## src/rtl/vga_pattern_gen.sv

```systemverilog
`default_nettype none
// ============================================================================
// Module      : vga_pattern_gen
// Description : RGB565 pixel source with four modes: colour bars, text bitmap,
//               centred image and bouncing image, with a fixed 2-cycle latency.
// Revision    : 1.0 - initial release
// ============================================================================
module vga_pattern_gen #(
    parameter int          H_ACTIVE = 640,
    parameter int          V_ACTIVE = 480,
    parameter int          ADDR_W   = 12,
    parameter int          BAR_NUM  = 8,
    parameter int          IMG_W    = 85,
    parameter int          IMG_H    = 85,
    parameter int          ROM_AW   = 14,
    parameter int          CHAR_W   = 384,
    parameter int          CHAR_H   = 64,
    parameter int          CHAR_AW  = 6,
    parameter int          CHAR_X0  = 148,
    parameter int          CHAR_Y0  = 208,
    parameter int          STEP     = 2,
    parameter logic [15:0] FG       = 16'hFFDF,
    parameter logic [15:0] BG       = 16'h0000
) (
    input  logic               vga_clk,
    input  logic               rst_n,
    input  logic [ADDR_W-1:0]  addr_h,
    input  logic [ADDR_W-1:0]  addr_v,
    input  logic               frame_start,
    input  logic [2:0]         key,
    output logic [CHAR_AW-1:0] char_addr,
    input  logic [CHAR_W-1:0]  char_row,
    output logic [ROM_AW-1:0]  rom_addr,
    input  logic [15:0]        rom_data,
    output logic [15:0]        rgb_data,
    output logic [1:0]         mode
);

    localparam int AW1   = ADDR_W + 1;
    localparam int BIT_W = $clog2(CHAR_W);
    localparam int BAR_W = H_ACTIVE / BAR_NUM;

    localparam logic [AW1-1:0] C_H_ACT = AW1'(H_ACTIVE);
    localparam logic [AW1-1:0] C_V_ACT = AW1'(V_ACTIVE);
    localparam logic [AW1-1:0] C_TX0   = AW1'(CHAR_X0);
    localparam logic [AW1-1:0] C_TX1   = AW1'(CHAR_X0 + CHAR_W);
    localparam logic [AW1-1:0] C_TY0   = AW1'(CHAR_Y0);
    localparam logic [AW1-1:0] C_TY1   = AW1'(CHAR_Y0 + CHAR_H);
    localparam logic [AW1-1:0] C_IMG_W = AW1'(IMG_W);
    localparam logic [AW1-1:0] C_IMG_H = AW1'(IMG_H);
    localparam logic [AW1-1:0] C_ONE   = AW1'(1);

    localparam logic signed [AW1-1:0] C_ZERO  = '0;
    localparam logic signed [AW1-1:0] C_STEP  = AW1'(STEP);
    localparam logic signed [AW1-1:0] C_X_MAX = AW1'(H_ACTIVE - IMG_W);
    localparam logic signed [AW1-1:0] C_Y_MAX = AW1'(V_ACTIVE - IMG_H);
    localparam logic signed [AW1-1:0] C_X_CTR = AW1'((H_ACTIVE - IMG_W) / 2);
    localparam logic signed [AW1-1:0] C_Y_CTR = AW1'((V_ACTIVE - IMG_H) / 2);

    localparam logic [2:0] SEL_OFF = 3'd0;
    localparam logic [2:0] SEL_BG  = 3'd1;
    localparam logic [2:0] SEL_BAR = 3'd2;
    localparam logic [2:0] SEL_TXT = 3'd3;
    localparam logic [2:0] SEL_IMG = 3'd4;

    function automatic logic [15:0] bar_colour(input logic [2:0] idx);
        case (idx)
            3'd0:    bar_colour = 16'hF800;
            3'd1:    bar_colour = 16'hFB80;
            3'd2:    bar_colour = 16'hFFC0;
            3'd3:    bar_colour = 16'h0400;
            3'd4:    bar_colour = 16'h001F;
            3'd5:    bar_colour = 16'h4810;
            3'd6:    bar_colour = 16'h8010;
            default: bar_colour = 16'hFFDF;
        endcase
    endfunction

    // ---------------- key synchroniser and edge detection ----------------
    logic [2:0] r_key_s1, r_key_s2, r_key_d;
    logic [2:0] w_key_rise;
    logic [1:0] r_pending;

    assign w_key_rise = r_key_s2 & ~r_key_d;

    always_ff @(posedge vga_clk or negedge rst_n) begin
        if (!rst_n) begin
            r_key_s1  <= '0;
            r_key_s2  <= '0;
            r_key_d   <= '0;
            r_pending <= 2'd0;
        end else begin
            r_key_s1 <= key;
            r_key_s2 <= r_key_s1;
            r_key_d  <= r_key_s2;
            if (w_key_rise[0])
                r_pending <= 2'd0;
            else if (w_key_rise[1])
                r_pending <= 2'd1;
            else if (w_key_rise[2])
                r_pending <= (r_pending == 2'd2) ? 2'd3 : 2'd2;
        end
    end

    // ---------------- frame-boundary mode commit and image position ------
    logic signed [AW1-1:0] r_x0, r_y0, r_dx, r_dy;
    logic signed [AW1-1:0] w_nx, w_ny;
    logic                  r_started;

    assign w_nx = r_x0 + r_dx;
    assign w_ny = r_y0 + r_dy;

    always_ff @(posedge vga_clk or negedge rst_n) begin
        if (!rst_n) begin
            mode      <= 2'd0;
            r_started <= 1'b0;
            r_x0      <= C_X_CTR;
            r_y0      <= C_Y_CTR;
            r_dx      <= C_STEP;
            r_dy      <= C_STEP;
        end else if (frame_start) begin
            mode      <= r_pending;
            r_started <= 1'b1;
            if (r_pending == 2'd2) begin
                r_x0 <= C_X_CTR;
                r_y0 <= C_Y_CTR;
            end else if (mode == 2'd3) begin
                if (w_nx <= C_ZERO) begin
                    r_x0 <= C_ZERO;
                    r_dx <= -r_dx;
                end else if (w_nx >= C_X_MAX) begin
                    r_x0 <= C_X_MAX;
                    r_dx <= -r_dx;
                end else begin
                    r_x0 <= w_nx;
                end
                if (w_ny <= C_ZERO) begin
                    r_y0 <= C_ZERO;
                    r_dy <= -r_dy;
                end else if (w_ny >= C_Y_MAX) begin
                    r_y0 <= C_Y_MAX;
                    r_dy <= -r_dy;
                end else begin
                    r_y0 <= w_ny;
                end
            end
        end
    end

    // ---------------- stage 1: windows, indices and ROM addresses --------
    logic [AW1-1:0]     w_h, w_v, w_x0u, w_y0u;
    logic [ADDR_W-1:0]  w_hm1, w_bar_q;
    logic [2:0]         w_bar_idx;
    logic               w_in_area, w_txt_win, w_img_win;
    logic [BIT_W-1:0]   w_bit;
    logic [2:0]         w_sel;

    assign w_h   = {1'b0, addr_h};
    assign w_v   = {1'b0, addr_v};
    assign w_x0u = $unsigned(r_x0);
    assign w_y0u = $unsigned(r_y0);
    assign w_hm1 = addr_h - 1'b1;
    assign w_bar_q   = w_hm1 / ADDR_W'(BAR_W);
    assign w_bar_idx = (w_bar_q >= ADDR_W'(BAR_NUM - 1)) ? 3'(BAR_NUM - 1) : w_bar_q[2:0];
    assign w_in_area = (addr_h != '0) && (addr_v != '0) && (w_h <= C_H_ACT) && (w_v <= C_V_ACT);
    assign w_txt_win = (w_h > C_TX0) && (w_h <= C_TX1) && (w_v > C_TY0) && (w_v <= C_TY1);
    assign w_img_win = (w_h > w_x0u) && (w_h <= w_x0u + C_IMG_W) &&
                       (w_v > w_y0u) && (w_v <= w_y0u + C_IMG_H);
    // Leftmost pixel maps to the MSB of the text row.
    assign w_bit = BIT_W'(C_TX1 - w_h);

    always_comb begin
        w_sel = SEL_BG;
        if (!r_started)
            w_sel = SEL_OFF;
        else if (w_in_area) begin
            case (mode)
                2'd0:    w_sel = SEL_BAR;
                2'd1:    w_sel = w_txt_win ? SEL_TXT : SEL_BG;
                default: w_sel = w_img_win ? SEL_IMG : SEL_BG;
            endcase
        end
    end

    logic [2:0]       r_sel;
    logic [2:0]       r_bar_idx;
    logic [BIT_W-1:0] r_bit;

    always_ff @(posedge vga_clk or negedge rst_n) begin
        if (!rst_n) begin
            r_sel     <= SEL_OFF;
            r_bar_idx <= 3'd0;
            r_bit     <= '0;
            char_addr <= '0;
            rom_addr  <= '0;
        end else begin
            r_sel     <= w_sel;
            r_bar_idx <= w_bar_idx;
            r_bit     <= w_bit;
            if (mode == 2'd1 && w_txt_win)
                char_addr <= CHAR_AW'(w_v - C_TY0 - C_ONE);
            // Address derived from coordinates only, so it cannot drift between frames.
            if (mode[1] && w_img_win)
                rom_addr <= ROM_AW'(w_v - w_y0u - C_ONE) * ROM_AW'(IMG_W) +
                            ROM_AW'(w_h - w_x0u - C_ONE);
        end
    end

    // ---------------- stage 2: colour select -----------------------------
    always_ff @(posedge vga_clk or negedge rst_n) begin
        if (!rst_n) begin
            rgb_data <= 16'h0000;
        end else begin
            case (r_sel)
                SEL_OFF: rgb_data <= 16'h0000;
                SEL_BAR: rgb_data <= bar_colour(r_bar_idx);
                SEL_TXT: rgb_data <= char_row[r_bit] ? FG : BG;
                SEL_IMG: rgb_data <= rom_data;
                default: rgb_data <= BG;
            endcase
        end
    end

endmodule
`default_nettype wire

```

## config.mk

```make
export PLATFORM = sky130hd
export DESIGN_NAME = vga_pattern_gen
export DESIGN_NICKNAME = d
export VERILOG_FILES = /design/src/rtl/vga_pattern_gen.sv
export SDC_FILE = /design/constraint.sdc
export NUM_CORES = 1
export LEC_CHECK = 0
export CAP_MARGIN = 10
export CORE_UTILIZATION = 30
export CTS_CLUSTER_DIAMETER = 60
export DETAILED_ROUTE_END_ITERATION = 6
export DONT_BUFFER_PORTS = 1
export HOLD_SLACK_MARGIN = 0.12
export PLACE_DENSITY_LB_ADDON = 0.15
export SLEW_MARGIN = 0
export SYNTH_ARGS = -nofsm -noshare
export SYNTH_HDL_FRONTEND = slang
export SYNTH_SLANG_ARGS = --single-unit
```

## constraint.sdc

```tcl
create_clock -name vga_clk -period 15.7 [get_ports vga_clk]
set_input_delay 3.925 -clock vga_clk [delete_from_list [all_inputs] [get_ports vga_clk]]
set_output_delay 3.925 -clock vga_clk [all_outputs]
set_load 0.1 [all_outputs]
```

---- After elaboration in Yosys (flattened, before gate mapping) ----
Cells that the tools add are included.
cells by class
  add/sub/neg operators ................... 15
  $mul .................................... 1
  divide/modulo/power cells ............... 1
  magnitude comparators ................... 16
  equal/unequal tests ..................... 12
  mux-type cells .......................... 27
  bitwise logic cells ..................... 3
  reductions and logical operators ........ 22
operator list
  kind                   number
  $mux 13                12
  $pmux 16 s7            1
  $pmux 16 s3            1
  $sub 12x13->14         2
  $sub 14x1->14 const B  2
  $add 13x13->13         2
  $add 13x7->13 const B  2
  $gt 12x13->1           2
  $le 12x13->1           2
  $le 13x1->1 const B    2
  $neg 13->13            2
  $gt 12x8->1 const B    2
  $le 12x10->1 const B   2
  $le 12x9->1 const B    2
  $reduce_bool 12->1     2
  $mux 16                1
  $add 14x14->14         1
  $mul 14x7->14 const B  1
  $ge 13x10->1 const B   1
  $ge 13x11->1 const B   1
  $div 12x7->12 const B  1
  $eq 3x2->1 const B     4
  $eq 3x3->1 const B     4
  $ge 12x3->1 const B    1
  other kinds (23)       44
storage, ports and cells
  bits in registers ....................... 117
  output and inout port bits .............. 38
  logic and storage cells ................. 113

---- Logic depth before layout (Yosys ltp) ----
Gate-level depths: netlist (run 1).
  word-level depth ........................ 9
  mapped depth ............................ 24

---- Worst setup path before layout (run 1) ----
Ideal clock, no wire load.
  kind .................................... input to register
  from .................................... input addr_v[0]
  to ...................................... register rom_addr[13]
  library setup time ...................... 126 ps
  arrival time ............................ 8442 ps
  data required time ...................... 15574 ps
  path slack .............................. 7132 ps
  cell stages on the path ................. 22
  buffers on the path ..................... 0
  cell sequence ........................... ha_1 -> inv_1 -> fa_1 -> nor2b_1 -> o21ai_0 -> a211oi_1 -> o31a_1 -> o21a_1 -> nor2_1 -> xnor2_1 -> ha_1 -> fa_1 -> inv_1 -> fa_1 -> fa_1 -> xnor2_1 -> xnor2_1 -> xnor2_1 -> xnor2_1 -> xnor3_1 -> xnor2_1 -> mux2_2
on the way
  word-level cells in the longest chain between the ends .. 4
  elaborated cells on any way between the ends .. 9
  classes of those cells .................. 3 x add/sub; 1 x mul; 2 x order compare; 3 x reduce/logical
ends and longest elaborated chain
  element                                              line      source
  start: declaration                                   28        input logic [ADDR_W-1:0] addr_v,
  $sub 12x13->14 or $gt 12x13->1 (tied branches)       204, 168
  $sub 14x1->14 or $logic_and 1x1->1 (tied branches)   204, 167
  $mul 14x7->14 or $logic_and 1x1->1 (tied branches)   204, 168
  $add 14x14->14 or $logic_and 1x1->1 (tied branches)  204, 203
  end signal: assignment                               204       rom_addr <= ROM_AW'(w_v - w_y0u - C_ONE) * ROM_AW'(IMG_W) +
  end: declaration                                     33        output logic [ROM_AW-1:0] rom_addr,
Several ways; a longest one is shown, not always the timed one.
A chain may end at the register's enable or synchronous reset.

---- Worst setup path in the final report (run 1) ----
Same ends and word-level chain as after synthesis.

==> results of run 1 <==
==> per-stage QoR <==
step	hold WS [ns]	instances	setup WS, ns	area, sq um
2_1_floorplan	0.331	1239	7.13	13100
3_3_place_gp	0.336	1777	6.72	13700
3_5_place_dp	0.340	1777	6.64	13700
4_1_cts	0.353	1809	7.11	14300
5_1_grt	0.358	1827	6.72	14400
6_report	0.353	1839	7.07	14400
==> sequential cells by signal (all words and copies together) (netlist names), 6 cells and up <==
name       count
rgb_data      16
rom_addr      14
r_x0          13
r_y0          13
r_dx          11
r_dy          11
r_bit          9
char_addr      6
==> cells by family after synthesis <==
logic type	Yosys count
simple gates	298
compound gates	240
fa+ha+maj	170
buf+inv	155
mux	150
xor+xnor	113
flops	113
==> cell usage in the layout (no fill, tap or decap), drive strengths merged, types with 21 or more instances in the layout <==
cell type and count:
a21oi 48, clkbuf 21, dfrtp 105, diode 30, fa 39, ha 131, inv 102, mux4 127
nand2 86, nand3 21, nor2 61, o21a 23, o21ai 45, xnor2 75, xor2 37
==> metal layers <==
layer / vias to the layer above / GRT usage (%) / routed length [microns]
met3: 82 / 9.05 / 4850
met4: 12 / 10.4 / 2090
li1: 4663 / - / -
met5: - / 0 / 80
met2: 524 / 35.5 / 23100
met1: 5214 / 26.2 / 19800
==> worst min path at each step <==
stage / from / to / slack [ns] / cells after the start
3_5_place_dp: r_key_s1[1]$_DFF_PN0_ / r_key_s2[1]$_DFF_PN0_ / 0.34 / 0
5_1_grt: r_key_s1[2]$_DFF_PN0_ / r_key_s2[2]$_DFF_PN0_ / 0.36 / 0
2_1_floorplan: r_key_s1[0]$_DFF_PN0_ / r_key_s2[0]$_DFF_PN0_ / 0.33 / 0
4_1_cts: r_key_s1[2]$_DFF_PN0_ / r_key_s2[2]$_DFF_PN0_ / 0.35 / 0
6_report: r_key_s1[2]$_DFF_PN0_ / r_key_s2[2]$_DFF_PN0_ / 0.35 / 0
3_3_place_gp: r_key_s1[1]$_DFF_PN0_ / r_key_s2[1]$_DFF_PN0_ / 0.34 / 0
==> final cells by class <==
type / instances / area, sq um
Clock buffer: 21 / 460
Inverter: 101 / 379
Clock inverter: 11 / 178
Antenna cell: 30 / 75.1
Sequential cell: 113 / 2850
Timing Repair Buffer: 7 / 52.6
Fill cell: 4377 / 28700
Multi-Input combinational cell: 971 / 9690
Tap cell: 585 / 732
==> critical path, stage by stage <==
cell     delay, ns
ha_1          0.17
inv_1         0.06
fa_1          0.39
nor2b_1       0.12
o21ai_0       0.12
nand2_1       0.13
nand2_1       0.06
nand2_1       0.06
a21oi_1       0.07
xnor2_1       0.39
ha_1          0.33
fa_1          0.48
inv_1         0.06
fa_1          0.55
inv_1         0.06
fa_1          0.47
ha_1          0.36
nand2_1       0.06
o21ai_0       0.38
nand2_1       0.11
a31o_2        0.22
xnor2_1       0.11
mux2_2        0.25
==> metrics, run 1 <==
status=completed; Final Hold Vio Count=0; initial drt markers=708; pin count of the biggest net entering global routing=around 110; io pins=~470; top cells by count, synth=ha_1, mux4_2, dfrtp_1; H-tree Lvls=4; largest family of logic cells by synthesized area=multiplexers; DRC=0; Post-synth EDFFs=0; max_cap viols=0; WL final=between 40000 and 50000 microns; initial core utilization=between 30% and 40%; Final period util=between 50 and 60%; Yosys cell types=74; post-synth top area share=21.8%; fmax=~120 MHz; Die H=about 210 microns; Root Driver=clkbuf_16; Worst Tran Pin Value=1.04 ns; Critical Path Sink=rom_addr[13]$_DFFE_PN0P_; reg2reg start=r_y0[2]$_DFFE_PN1P_; # clock sinks=between 100 and 150; final setup TNS=0 ns; vias per cell=5.71; Post-CTS Setup Bufs=0; Tmin final=about 8.6 ns; Setup-failing EPs final=0; final slew viol count=0; relative slew slack=about 30%; critical path type=input pin to register; synthesized area=around 13000 sq um; number of synthesized register bits=roughly 110; CTS clk-pin slew, worst paths=around 0.060 ns; most common cell in the netlist=ha_1; GRT overflow=0; RSZ-0062 raised after global routing=false; vias in the first global route=roughly 10000; r2r setup slk=9.86 ns; DR WL/cell=27.1 microns; Synth Area in XOR/XNOR=under 10%; CTS tree=yes; Post-Syn Nets=between 1500 and 2000; Seq/Total Area, Yosys=roughly 22%; clk buf depth=2; CORE AREA=between 40000 and 50000 sq um; multiplexer share of the synthesized area=23.7%; Syn Area/Cell=~11 sq um; Yosys Warn Count=0; cell count after synthesis=about 1200; largest area contributor in the netlist=mux4_2; CP Max Fanout=4; CTS buffer count=17; RR Endpoint=rom_addr[13]$_DFFE_PN0P_; area share of and/or/nand/nor cells after synthesis=between 10% and 20%; most area-consuming cells after synthesis=mux4_2, dfrtp_1, ha_1; die area=44600 sq um; number of routed nets with antenna violations=0; Clk Latency, worst-skew pair=between 0.4 and 0.5 ns; Final Util=about a third; Overall Global Routing Usage=between 20% and 30%; via count=around 10000; drt first pass iters=4; FF-to-FF path depth=20; Detail Placement HPWL=41500 microns; Adder-Cell Fraction of Synth Area=a little under a fifth; CTS resizes=0; Synth-to-Final Area Change=9.81%; CP arrival=8.96 ns; global-route wire length before repair=just over 70000 microns; Rows=76; Compound-Gate Fraction of Synth Area=12.5%; port bufs=0; Primary FF master, synth=dfrtp_1; worst hold path class=register to register; asr flop ratio synth=100%; share of post-route cells with drive strength above 1=approximately 17%; hold buffers post-CTS=0; Final Wtd Congestion=~1.3; Die Span X=around 210 microns; antenna violations before repair=39; crit path from=addr_v[0]; fin nets=about 1800; Req. time, crit path=approximately 16 ns; CP Capture Type=register; crit start category=input pin; skew final=0.0213 ns
Power of run 1 is not shown: default switching activity piles up to over one toggle a cycle in this logic, so the estimate is an artifact.
==> run 2: changes to the inputs <==
==> constraint.sdc (replaced) <==
create_clock -name vga_clk -period 7.9 [get_ports vga_clk]
set_input_delay 1.975 -clock vga_clk [delete_from_list [all_inputs] [get_ports vga_clk]]
set_output_delay 1.975 -clock vga_clk [all_outputs]
set_load 0.1 [all_outputs]
==> run 2 against run 1 <==
  * Non-clock buffer count stayed put
  * Wire length is 0.19% lower
  * Worst setup slack worse by 5.9 ns
  * Utilization hardly changed
  * Die area did not move
  * Sequential share of layout area is essentially flat
  * Sequential cell count did not move
  * Via count is 0.16% higher
  * Critical path depth fell by 4
  * Register-to-register slack got worse by 7.9 ns
  * Clock skew is 0.0063 ns lower
==> metrics, run 2 (synthesis results as in run 1) <==
status=completed (unchanged); CP Capture Type=register (unchanged); CP arrival=7.07 ns (was 8.96 ns); share of post-route cells with drive strength above 1=16.8% (was 16.7%); drt first pass iters=5 (was 4); io pins=468 (unchanged); crit start category=input pin (unchanged); port bufs=0 (unchanged); Worst Tran Pin Value=1.14 ns (was 1.04 ns); pin count of the biggest net entering global routing=114 (unchanged); Final period util=a little under nine tenths; CTS clk-pin slew, worst paths=0.07 ns (was 0.06 ns); Overall Global Routing Usage=22.1% (was 22.3%); WL final=49800 microns (was 49900 microns); Req. time, crit path=8.23 ns (was 16.03 ns); CP max-delay cell=fa_1 (unchanged); die area=44600 sq um (unchanged); clk buf depth=2 (unchanged); vias in the first global route=10400 (was 10500); reg2reg start=r_y0[2]$_DFFE_PN1P_ (unchanged); antenna violations before repair=45 (was 39); CP cell instances=ha_1 > a21o_1 > a21oi_1 > o21ai_0 > nand2b_1 > xor2_1 > ha_1 > fa_1 > fa_1 > fa_1 > ha_1 > inv_1 > o21ai_0 > a21oi_1 > o21ai_0 > nand2_1 > a31o_2 > xnor2_1 > mux2_2 (was ha_1 > inv_1 > fa_1 > nor2b_1 > o21ai_0 > nand2_1 > nand2_1 > nand2_1 > a21oi_1 > xnor2_1 > ha_1 > fa_1 > inv_1 > fa_1 > inv_1 > fa_1 > ha_1 > nand2_1 > o21ai_0 > nand2_1 > a31o_2 > xnor2_1 > mux2_2); skew final=0.0150 ns (was 0.0213 ns); Tmin final=just under 7 ns; Root Driver=clkbuf_16 (unchanged); RSZ-0062 raised after global routing=false (unchanged); max reg flops=16 (unchanged); final setup TNS=0 ns (unchanged); via count=10500 (about the same); Rows=76 (unchanged); Filler cells=4418 (was 4377); crit path from=addr_v[2] (was addr_v[0]); GRT overflow=0 (unchanged); CTS buffer count=17 (unchanged); DRC=0 (unchanged); register area=2850 sq um (unchanged); CP Max Fanout=6 (was 4); biggest registers after layout=rgb_data: 16 flops, rom_addr: 14 flops (unchanged); Hold Crit Start=r_key_s2[0]$_DFF_PN0_ (was r_key_s1[2]$_DFF_PN0_); Die H=211 microns (unchanged); fin nets=1811 (unchanged); global-route wire length before repair=71200 microns (was 71700 microns); hold buffers post-CTS=0 (unchanged); most frequent cells in the layout=ha_1, mux4_2, dfrtp_1, inv_1, nand2_1 (unchanged); Reg with most FFs=rgb_data (unchanged); relative slew slack=23.1% (was 29.9%); Final Hold Vio Count=0 (unchanged); final slew viol count=0 (unchanged); H-tree Lvls=4 (unchanged); initial drt markers=823 (was 708); # clock sinks=113 (unchanged); Detail Placement HPWL=41500 microns (about the same); Die Span X=211 microns (unchanged); CTS tree=yes (unchanged); GRT met2 Usage=35.4% (was 35.5%); area occupied by multi-input gates=9690 sq um (unchanged); routing usage on met1=26.2% (about the same); CP peak stage delay=0.52 ns (was 0.55 ns); vias per cell=5.69 (was 5.71); CTS resizes=0 (unchanged); max_cap viols=0 (unchanged); Post-CTS Setup Bufs=0 (unchanged); layer with the highest usage=met2 (unchanged); Synth-to-Final Area Change=9.69% (was 9.81%); critical path type=input pin to register (unchanged); Clk Latency, worst-skew pair=0.44 ns (about the same); fmax=between 100 and 150 MHz; number of routed nets with antenna violations=0 (unchanged); Setup-failing EPs final=0 (unchanged); commonest non-fill, non-tap cell in the layout=ha_1 (unchanged); worst hold path class=register to register (unchanged); met3 Use GR=8.89% (was 9.05%); DR WL/cell=27.0 microns (was 27.1 microns); initial core utilization=30.5% (unchanged); Final Wtd Congestion=1.27 (was 1.28); CORE AREA=43100 sq um (unchanged)
## run 2: worst paths after layout
check,to,slack [ns],cells past startpoint
worst max-delay path,rom_addr[13]$_DFFE_PN0P_,1.16,19
min in group asynchronous,rgb_data[1]$_DFF_PN0_,1.23,0
worst min-delay path,r_key_d[0]$_DFF_PN0_,0.35,0
worst max register to register,rom_addr[13]$_DFFE_PN0P_,2.00,20
max in group asynchronous,r_y0[6]$_DFFE_PN1P_,6.37,0
worst min register to register,r_key_d[0]$_DFF_PN0_,0.35,0
## run 2: final cells by class
cell class | count | share of cell area, %
Sequential cell | 113 | 19.8
Antenna cell | 38 | 0.661
Multi-Input combinational cell | 971 | 67.3
Tap cell | 585 | 5.09
Clock inverter | 12 | 0.921
Inverter | 101 | 2.63
Clock buffer | 20 | 3.17
Timing Repair Buffer | 7 | 0.452
## run 2: per-layer routing
metal | wire, microns | vias up | share of wire, %
met5 | 27 | - | 0.054
met4 | 1900 | 4 | 3.8
met3 | 5130 | 102 | 10
met2 | 23300 | 530 | 47
met1 | 19400 | 5219 | 39
li1 | - | 4657 | -
## run 2: worst max-delay path: cells and delay by family
| family | cells | cell delay [ns] |
|---|---|---|
| adder cells (fa/ha/maj) | 6 | 2.45 |
| AO/OA/AOI/OAI | 7 | 1.55 |
| XOR/XNOR | 2 | 0.46 |
| AND/OR/NAND/NOR | 2 | 0.32 |
| multiplexers | 1 | 0.25 |
| buffers and inverters | 1 | 0.04 |
## run 2: through the flow
| step | area (sq um) | worst slack, ns | hold WS (ns) | instances | util [%] |
|---|---|---|---|---|---|
| final | 14400 | 1.16 | 0.350 | 1847 | 33.4 |
| after global routing | 14400 | 0.841 | 0.367 | 1835 | 33.3 |
| after CTS | 14300 | 1.25 | 0.353 | 1809 | 33.2 |
| after detailed placement | 13700 | 0.774 | 0.342 | 1777 | 31.8 |
| after global placement | 13700 | 0.871 | 0.338 | 1777 | 31.8 |
| after floorplan | 13100 | 1.28 | 0.331 | 1239 | - |
Power of run 2 is left out for the same reason.
